--- config.mk ---
export PLATFORM = sky130hd
export DESIGN_NAME = clock_mode_ctrl
export DESIGN_NICKNAME = d
export VERILOG_FILES = /design/src/rtl/clock_mode_ctrl.sv
export SDC_FILE = /design/constraint.sdc
export NUM_CORES = 1
export LEC_CHECK = 0
export CAP_MARGIN = 20
export CELL_PAD_IN_SITES_DETAIL_PLACEMENT = 1
export CELL_PAD_IN_SITES_GLOBAL_PLACEMENT = 1
export CORE_MARGIN = 5
export CORE_UTILIZATION = 38
export DETAILED_ROUTE_END_ITERATION = 8
export HOLD_SLACK_MARGIN = 0.05
export MAX_ROUTING_LAYER = met4
export PLACE_DENSITY_LB_ADDON = 0.15
export SLEW_MARGIN = 20
export SYNTH_ARGS = -nofsm -noshare
export SYNTH_HDL_FRONTEND = slang
export SYNTH_SLANG_ARGS = --single-unit
--- constraint.sdc ---
create_clock -name clk -period 2 [get_ports clk]
set_input_delay 0.6 -clock clk [delete_from_list [all_inputs] [get_ports clk]]
set_output_delay 0.6 -clock clk [all_outputs]
set_load 0.1 [all_outputs]
--- src/rtl/clock_mode_ctrl.sv ---
// ---------------------------------------------------------------------------
// clock_mode_ctrl
//
// Mode controller for a digital clock (HH:MM:SS). In RUN it produces the
// count enables for the seconds/minutes/hours counter chains from the 1 Hz
// tick and the carry flags. Pressing the mode key steps through SET_HR,
// SET_MIN and SET_SEC, where time is frozen and the increment key adjusts
// the selected field. A set state that sees no key for TIMEOUT_S seconds
// returns to RUN on its own.
//
// Parameters
//   TIMEOUT_S  idle seconds in a set state before returning to RUN (1..255)
//
// Ports
//   clk       in   system clock, rising edge
//   rst_n     in   asynchronous active-low reset
//   tick_1hz  in   one-cycle pulse once per second
//   key_mode  in   one-cycle debounced pulse, advances mode
//   key_inc   in   one-cycle debounced pulse, adjusts selected field
//   sec_co    in   seconds terminal count (level, seconds = 59)
//   min_co    in   minutes terminal count (level, minutes = 59)
//   sec_en    out  seconds counter enable
//   min_en    out  minutes counter enable
//   hr_en     out  hours counter enable
//   sec_clr   out  synchronous clear request to the seconds counters
//   mode      out  registered state: 00 RUN, 01 SET_HR, 10 SET_MIN, 11 SET_SEC
//   blink     out  display blink phase for the field being set
//
// Key and tick inputs are single-cycle pulses: a high level for one clk
// cycle is one event. There is no back-pressure on any input or output.
// The mode output is the registered state itself and doubles as the FSM
// debug view.
// ---------------------------------------------------------------------------
module clock_mode_ctrl #(
    parameter int TIMEOUT_S = 30
) (
    input  logic       clk,
    input  logic       rst_n,
    input  logic       tick_1hz,
    input  logic       key_mode,
    input  logic       key_inc,
    input  logic       sec_co,
    input  logic       min_co,
    output logic       sec_en,
    output logic       min_en,
    output logic       hr_en,
    output logic       sec_clr,
    output logic [1:0] mode,
    output logic       blink
);

    typedef enum logic [1:0] {
        ST_RUN     = 2'b00,
        ST_SET_HR  = 2'b01,
        ST_SET_MIN = 2'b10,
        ST_SET_SEC = 2'b11
    } state_t;

    // Idle count at which the next tick ends the set state.
    localparam logic [7:0] IDLE_LAST = 8'(TIMEOUT_S - 1);

    state_t     state;
    state_t     state_nx;
    logic [7:0] idle_cnt;
    logic [7:0] idle_nx;
    logic       blink_q;
    logic       blink_nx;

    logic in_set;
    logic any_key;
    logic inc_ok;
    logic timeout;

    assign in_set  = (state != ST_RUN);
    assign any_key = key_mode | key_inc;
    // A mode press in the same cycle swallows the increment press.
    assign inc_ok  = key_inc & ~key_mode;
    // Any key press in the timeout cycle wins over the timeout.
    assign timeout = in_set & tick_1hz & ~any_key & (idle_cnt == IDLE_LAST);

    // -----------------------------------------------------------------------
    // State register (with idle counter and blink phase)
    // -----------------------------------------------------------------------
    always_ff @(posedge clk or negedge rst_n) begin
        if (!rst_n) begin
            state    <= ST_RUN;
            idle_cnt <= 8'd0;
            blink_q  <= 1'b0;
        end else begin
            state    <= state_nx;
            idle_cnt <= idle_nx;
            blink_q  <= blink_nx;
        end
    end

    // -----------------------------------------------------------------------
    // Next-state logic
    // -----------------------------------------------------------------------
    always_comb begin
        state_nx = state;
        if (key_mode) begin
            case (state)
                ST_RUN:     state_nx = ST_SET_HR;
                ST_SET_HR:  state_nx = ST_SET_MIN;
                ST_SET_MIN: state_nx = ST_SET_SEC;
                default:    state_nx = ST_RUN;
            endcase
        end else if (timeout) begin
            state_nx = ST_RUN;
        end

        // Idle counter: restarts on every state entry and every key press,
        // only runs while a field is being set.
        idle_nx = idle_cnt;
        if (state_nx != state || any_key || !in_set) begin
            idle_nx = 8'd0;
        end else if (tick_1hz) begin
            idle_nx = idle_cnt + 8'd1;
        end

        // Blink phase: dark in RUN, lit on entry and on every adjustment so
        // the user sees the new value immediately, else toggles each second.
        blink_nx = blink_q;
        if (state_nx == ST_RUN) begin
            blink_nx = 1'b0;
        end else if (state_nx != state || inc_ok) begin
            blink_nx = 1'b1;
        end else if (tick_1hz) begin
            blink_nx = ~blink_q;
        end
    end

    // -----------------------------------------------------------------------
    // Output decode from the registered state only
    // -----------------------------------------------------------------------
    always_comb begin
        sec_en  = 1'b0;
        min_en  = 1'b0;
        hr_en   = 1'b0;
        sec_clr = 1'b0;
        case (state)
            ST_RUN: begin
                sec_en = tick_1hz;
                min_en = tick_1hz & sec_co;
                hr_en  = tick_1hz & sec_co & min_co;
            end
            // Ticks are deliberately dropped while setting; only the
            // increment key drives the selected field, with no carry.
            ST_SET_HR:  hr_en   = inc_ok;
            ST_SET_MIN: min_en  = inc_ok;
            ST_SET_SEC: sec_clr = inc_ok;
            default: ;
        endcase
    end

    assign mode  = state;
    assign blink = blink_q;

endmodule

==> flow_summary_export.csv, run 1 <==
group,metric,value,unit
global_route,globalRouteOverflowTotal,0,
setup_path,setup.worst_path.end_class,"output port",
die,coreArea,1920,sq um
min_path,hold_end,"idle_cnt[7]",
cells_and_area,antenna-diode-count,0,
die,row_count,16,
drt,drt_pre_antenna_iters,4,
pwr,power-per-cell-area,1420,nW/um^2
clock_network,cts-hold-fix-buffers,0,
clock_network,numCtsBuffers,3,
timing,timing.slew.headroom,66.7,%
place,routabilityCongestion,0.832,
min_path,timing.hold.worst_path_depth,2,
synthesis,synth_area_per_cell,9.81,sq um
cells_and_area,n_fill_cell,220,
drt,routed_wire_length_per_instance,16.7,microns
drt,post-route-drc-count,0,
die,num_io_pins,14,
setup_path,cp.required,1.40,ns
cells_and_area,num-nets-final,121,
synthesis,synth_xor_area_share,9.27,%
drt,antenna_left,0,
die,die_boundary_height,54.6,microns
global_route,initial_antenna_violation_count,0,
synthesis,post-synth-top-area-cell,"sky130_fd_sc_hd__dfrtp_1",
timing,worst-slew-pin-transition,0.497,ns
setup_path,worst_r2r_endpoint,"idle_cnt[3]",
setup_path,r2r.worst_path.cells,7,
timing,final_period_minus_worst_setup_slack,2.17,ns
run,timing.max_cap.violations,0,
cells_and_area,ff_latch_area,283,sq um
status,failed_checks,"negative setup slack",
pwr,totalPowerFinal,1.66,mW
setup_path,worstPathArrival,1.57,ns
timing,clock-skew-final,0.000689,ns
drt,initial_drt_markers,2,
synthesis,yosysSeqAreaShare,36.4,%
synthesis,largest_family_of_logic_cells_by_synthesized_area,"simple AND/OR/NAND/NOR gates",
timing,final.setup.worst_slack,-0.174,ns
die,die_w,54.6,microns
global_route,grt_start_max_net_pins,12,
place,placement.io_buffers,13,
synthesis,ys_seq_elements,11,
cells_and_area,multi_input_comb_area,499,sq um
synthesis,ys.warnings.count,0,
drt,drt_wl_total,2240,microns
setup_path,cp_max_fo,2,
clock_network,cts_htree_levels,1,
global_route,number_of_global_route_vias_before_repair,778,
cells_and_area,final_layout_size_suffix_gt1_share,40.2,%
clock_network,clock-sinks,11,
pwr,ir_drop,1.20,mV
synthesis,async_s_r_ff_share_synth,100,%
clock_network,cts.clk_slew.worst_paths,0.07,ns
synthesis,synthesis.instances,77,
status,status,"finished, violations left",
synthesis,synth.distinct_cells,30,
min_path,holdCritPathClass,"reg2reg",
clock_network,cts-root-to-sink-buffers,2,
drt,route.vias.total,726,
drt,viasPerCell,5.42,
timing,fmax,0.460,GHz
synthesis,synth.net_count,90,
place,dp_hpwl,1560,microns
timing,report.final.setup_viol,4,
clock_network,ctsRootBufferMaster,"sky130_fd_sc_hd__clkbuf_4",
pwr,total_leakage_power,0.492,nW
setup_path,worst_r2r_startpoint,"mode[1]",
timing,finalSetupTns,-0.395,ns
min_path,min-delay-start,"idle_cnt[7]",
synthesis,yosys-mux-area-fraction,0,%
setup_path,timing.critical_path.from_type,"primary input",
cells_and_area,syn2layout_area_growth,55.0,%
die,initial_core_utilization,39.3,%
setup_path,setup.worst_path.class,"in2out",
clock_network,worst_skew_pair_latency,0.27,ns
timing,hold_viol,0,
timing,final-max-slew-violation-count,0,
setup_path,setup.reg_to_reg.worst_slack,0.36,ns
synthesis,synthTopCellsByCount,"sky130_fd_sc_hd__dfrtp_1, sky130_fd_sc_hd__nor2_1, sky130_fd_sc_hd__ha_1, sky130_fd_sc_hd__nand4_1",
synthesis,synth_adder_area_share,9.93,%
die,die-area,2980,sq um
synthesis,synthSimpleGateAreaFrac,26.0,%
synthesis,ys.flop_type,"sky130_fd_sc_hd__dfrtp_1",
synthesis,area_share_of_the_largest_cell_type_after_synthesis,36.4,%
global_route,grt_pass1_wl,3570,microns
timing,rsz_0062_raised_after_global_routing,"yes",
synthesis,synth_compound_area_share,14.9,%
synthesis,post_synth_instance_area,756,sq um
synthesis,netlist_top_cells_area,"sky130_fd_sc_hd__dfrtp_1, sky130_fd_sc_hd__ha_1, sky130_fd_sc_hd__nor2_1",
timing,final_period_utilization,109,%
clock_network,tritoncts,"yes",
synthesis,synth_edf_count,0,
global_route,globalRouteTotalUtil,17.5,%
==> critical path, stage by stage <==
cell,delay [ns]
sky130_fd_sc_hd__clkdlybuf4s50_1,0.47
sky130_fd_sc_hd__a32o_4,0.34
sky130_fd_sc_hd__buf_12,0.16
==> cell type report <==
| type | instances | share of cell area (%) |
|---|---|---|
| Multi-Input combinational cell | 61 | 42.6 |
| Timing Repair Buffer | 28 | 26.5 |
| Sequential cell | 11 | 24.1 |
| Tap cell | 27 | 2.88 |
| Clock buffer | 4 | 2.24 |
| Inverter | 3 | 1.60 |
==> where the power goes <==
part           total [mW]  switching (mW)  internal (mW)
registers           0.329          0.0575          0.271
logic                1.18           0.691          0.490
clock network       0.152          0.0749         0.0774
==> how the worst max path moves through the flow <==
stage,startpoint,endpoint,cells after the start
global placement,key_mode,hr_en,5
floorplan,mode[1],hr_en,4
detailed placement,key_mode,hr_en,5
CTS,mode[0],hr_en,5
global route,sec_co,hr_en,3
finish,sec_co,hr_en,3
==> layer usage <==
metal	global-route usage [%]	vias to the layer above	part of all wire (%)
met3	4.09	4	3.0
met4	3.73	0	1.3
met2	30.1	12	54
met1	20.6	370	41
met5	-	-	0
li1	-	340	-
==> placed cells by master, fill, tap and decap left out, drive strengths merged, types with 2 or more instances in the layout <==
master,count
nand3,2
o31ai,2
ha,6
dlygate4sd2,2
nor3,3
dfrtp,11
a21oi,2
and3,2
nand4,5
nand2,5
nor2,11
xnor2,4
clkbuf,4
buf,22
and2,2
inv,3
clkdlybuf4s50,3
o21ai,2
xor2,4
==> kinds of logic (layout without fill, tap and decap cells) <==
| logic type | Yosys count | count (layout) |
|---|---|---|
| xor+xnor | 8 | 8 |
| fa+ha+maj | 6 | 6 |
| flops | 11 | 11 |
| simple gates | 34 | 34 |
| buf+inv | 5 | 35 |
| compound gates | 13 | 13 |
==> through the flow <==
| step | hold slack (ns) | utilization, % | cells | setup WS [ns] | area [sq um] |
|---|---|---|---|---|---|
| 2_1_floorplan | 0.304 | - | 77 | -0.312 | 806 |
| 3_3_place_gp | 0.586 | 56.8 | 124 | -0.302 | 1090 |
| 3_5_place_dp | 0.599 | 56.8 | 124 | -0.320 | 1090 |
| 4_1_cts | 0.623 | 59.6 | 132 | -0.163 | 1140 |
| 5_1_grt | 0.652 | 60.9 | 134 | -0.202 | 1170 |
| 6_report | 0.619 | 60.9 | 134 | -0.174 | 1170 |
==> repair_timing <==
| action | 4_1_cts | 5_1_grt |
|---|---|---|
| setup buffers | 4 | 2 |
| pin swaps | 2 | 1 |
| setup endpoints to repair | 4 | 4 |
| gates resized for setup | 3 | 4 |
==> registers in the layout (all words and copies together) (netlist names) <==
signal    flops
blink         1
idle_cnt      8
mode          2
Power figures use the tool's default switching activity.
==> inputs of run 2 (changes only) <==
Settings changed: MAX_ROUTING_LAYER met4 to default, SETUP_SLACK_MARGIN from default to 0.15.
==> run 2 against run 1 <==
Net effect: the run still ends with negative setup slack left; sequential power barely moved; die area unchanged; critical path depth rose by 2; register-to-register slack got worse by 0.10 ns; flip-flop and latch count is the same; total power rose by 5.5%; design area up 1.4%; cell count is the same; worst setup slack improved by 0.017 ns; sequential share of layout area down 0.33 points; count of clock-buffer cells in the layout stayed put; clock power about the same; critical path type is now reg2out.
==> flow_summary_export.csv, run 2 (same netlist as run 1, synthesis figures left out) <==
group,metric,value,unit
status,status,"finished, violations left",
status,failed_checks,"negative setup slack",
cells_and_area,n_fill_cell,216,
cells_and_area,layout_commonest_cell,"sky130_fd_sc_hd__buf_4",
clock_network,clock-sinks,11,
setup_path,worstPathArrival,1.56,ns
timing,finalSetupTns,-0.485,ns
setup_path,startpoint_of_the_worst_setup_timing_path,"mode[0]",
timing,fmax,0.464,GHz
timing,report.final.setup_viol,4,
cells_and_area,syn2layout_area_growth,57.1,%
setup_path,r2r.worst_path.cells,8,
clock_network,cts.clk_slew.worst_paths,0.07,ns
setup_path,setup.worst_path.end_class,"output port",
setup_path,worst_r2r_startpoint,"mode[0]",
pwr,total_leakage_power,0.496,nW
drt,antenna_left,0,
timing,final.setup.worst_slack,-0.157,ns
timing,final-max-slew-violation-count,0,
clock_network,cts_htree_levels,1,
drt,routed_wire_length_per_instance,16.7,microns
setup_path,setup.reg_to_reg.worst_slack,0.26,ns
setup_path,critPathTopFamily,"flip-flops",
place,routabilityCongestion,0.777,
cells_and_area,antenna-diode-count,0,
timing,final_period_minus_worst_setup_slack,2.16,ns
die,die-area,2980,sq um
clock_network,tritoncts,"yes",
place,pre_cts_ws,-0.258,ns
global_route,initial_antenna_violation_count,0,
min_path,holdCritPathClass,"reg2reg",
global_route,global_route_met1_usage,17.4,%
setup_path,cp_max_fo,4,
timing,rsz_0062_raised_after_global_routing,"yes",
die,row_count,16,
timing,clock-skew-final,0.00281,ns
cells_and_area,final_layout_size_suffix_gt1_share,42.1,%
clock_network,worst_skew_pair_latency,0.27,ns
cells_and_area,max_flop_register,"idle_cnt",
setup_path,setup.worst_path.class,"reg2out",
pwr,ir_drop,0.719,mV
clock_network,cts-hold-fix-buffers,0,
timing,final_period_utilization,108,%
clock_network,numCtsBuffers,3,
setup_path,worst_r2r_endpoint,"idle_cnt[1]",
pwr,power-per-cell-area,1480,nW/um^2
global_route,most_used_layer_global_route,"met2",
timing,timing.slew.headroom,67.1,%
place,dp_hpwl,1580,microns
die,num_io_pins,14,
run,timing.max_cap.violations,0,
setup_path,worstPathCellList,"inv_4 > ha_4 > and2_4 > a32o_4 > buf_12",
cells_and_area,ff_latch_area,283,sq um
min_path,timing.hold.worst_path_depth,2,
timing,hold_viol,0,
global_route,grt_pass1_wl,3430,microns
global_route,number_of_global_route_vias_before_repair,749,
drt,route.vias.total,690,
drt,initial_drt_markers,7,
min_path,hold_end,"idle_cnt[4]",
drt,post-route-drc-count,0,
die,die_boundary_height,54.6,microns
die,initial_core_utilization,39.3,%
drt,viasPerCell,5.15,
setup_path,critPathMaxStageDelay,0.52,ns
timing,worst-slew-pin-transition,0.493,ns
global_route,globalRouteTotalUtil,16.7,%
drt,drt_wl_total,2240,microns
setup_path,timing.critical_path.from_type,"flop",
global_route,met2_track_usage_gr,30.7,%
min_path,min-delay-start,"idle_cnt[4]",
clock_network,ctsRootBufferMaster,"sky130_fd_sc_hd__clkbuf_4",
place,placement.io_buffers,13,
drt,drt_pre_antenna_iters,3,
cells_and_area,largest_reg_flops,8,
die,die_w,54.6,microns
global_route,grt_start_max_net_pins,12,
pwr,totalPowerFinal,1.75,mW
setup_path,worst-path-buf-inv,2,
global_route,grt_util_met3,4.90,%
setup_path,cp.required,1.40,ns
clock_network,cts-root-to-sink-buffers,2,
cells_and_area,multi_input_comb_area,513,sq um
cells_and_area,num-nets-final,121,
global_route,globalRouteOverflowTotal,0,
setup_path,slowest_stage,"sky130_fd_sc_hd__dfrtp_4",
die,coreArea,1920,sq um
cells_and_area,most-common-layout-cells,"sky130_fd_sc_hd__buf_4, sky130_fd_sc_hd__nor2_1, sky130_fd_sc_hd__dfrtp_1",
run 2: layer usage:
layer / vias to the layer above / wire [microns]
met3: 4 / 115
met5: - / 0
met1: 337 / 826
met4: 0 / 31
met2: 14 / 1270
li1: 335 / -
run 2: worst max-delay path by stage:
stage	end	slack, ns	cells past startpoint
2_1_floorplan	hr_en	-0.31	4
3_3_place_gp	hr_en	-0.23	4
3_5_place_dp	hr_en	-0.26	4
4_1_cts	hr_en	-0.14	5
5_1_grt	hr_en	-0.21	5
6_report	hr_en	-0.16	5
run 2: power by group:
| group | internal [mW] | switching (mW) | total, mW |
|---|---|---|---|
| combinational | 0.538 | 0.734 | 1.27 |
| clock | 0.0773 | 0.0742 | 0.152 |
| sequential | 0.271 | 0.0574 | 0.329 |
run 2: cell type report:
| cell class | count | share of cell area [%] |
|---|---|---|
| Timing Repair Buffer | 28 | 26.6 |
| Clock buffer | 4 | 2.21 |
| Inverter | 3 | 1.37 |
| Multi-Input combinational cell | 61 | 43.2 |
| Sequential cell | 11 | 23.8 |
| Tap cell | 27 | 2.85 |
run 2: what timing repair did:
item	in CTS	in global routing
resized for setup	7	2
endpoints found under the setup margin	5	5
pin swaps	3	2
buffers inserted	7	1
run 2: tightest hold or removal path, delay by kind of cell, from the launching register on:
| kind | cells | cell delay (ns) |
|---|---|---|
| xor+xnor | 1 | 0.09 |
| simple gates | 1 | 0.07 |
| flops | 1 | 0.41 |
run 2: through the flow:
step / util [%] / std cells / area (sq um) / hold slack (ns)
2_1_floorplan: - / 77 / 813 / 0.304
3_3_place_gp: 56.4 / 122 / 1080 / 0.585
3_5_place_dp: 56.4 / 122 / 1080 / 0.590
4_1_cts: 60.8 / 133 / 1170 / 0.610
5_1_grt: 61.8 / 134 / 1190 / 0.651
6_report: 61.8 / 134 / 1190 / 0.608
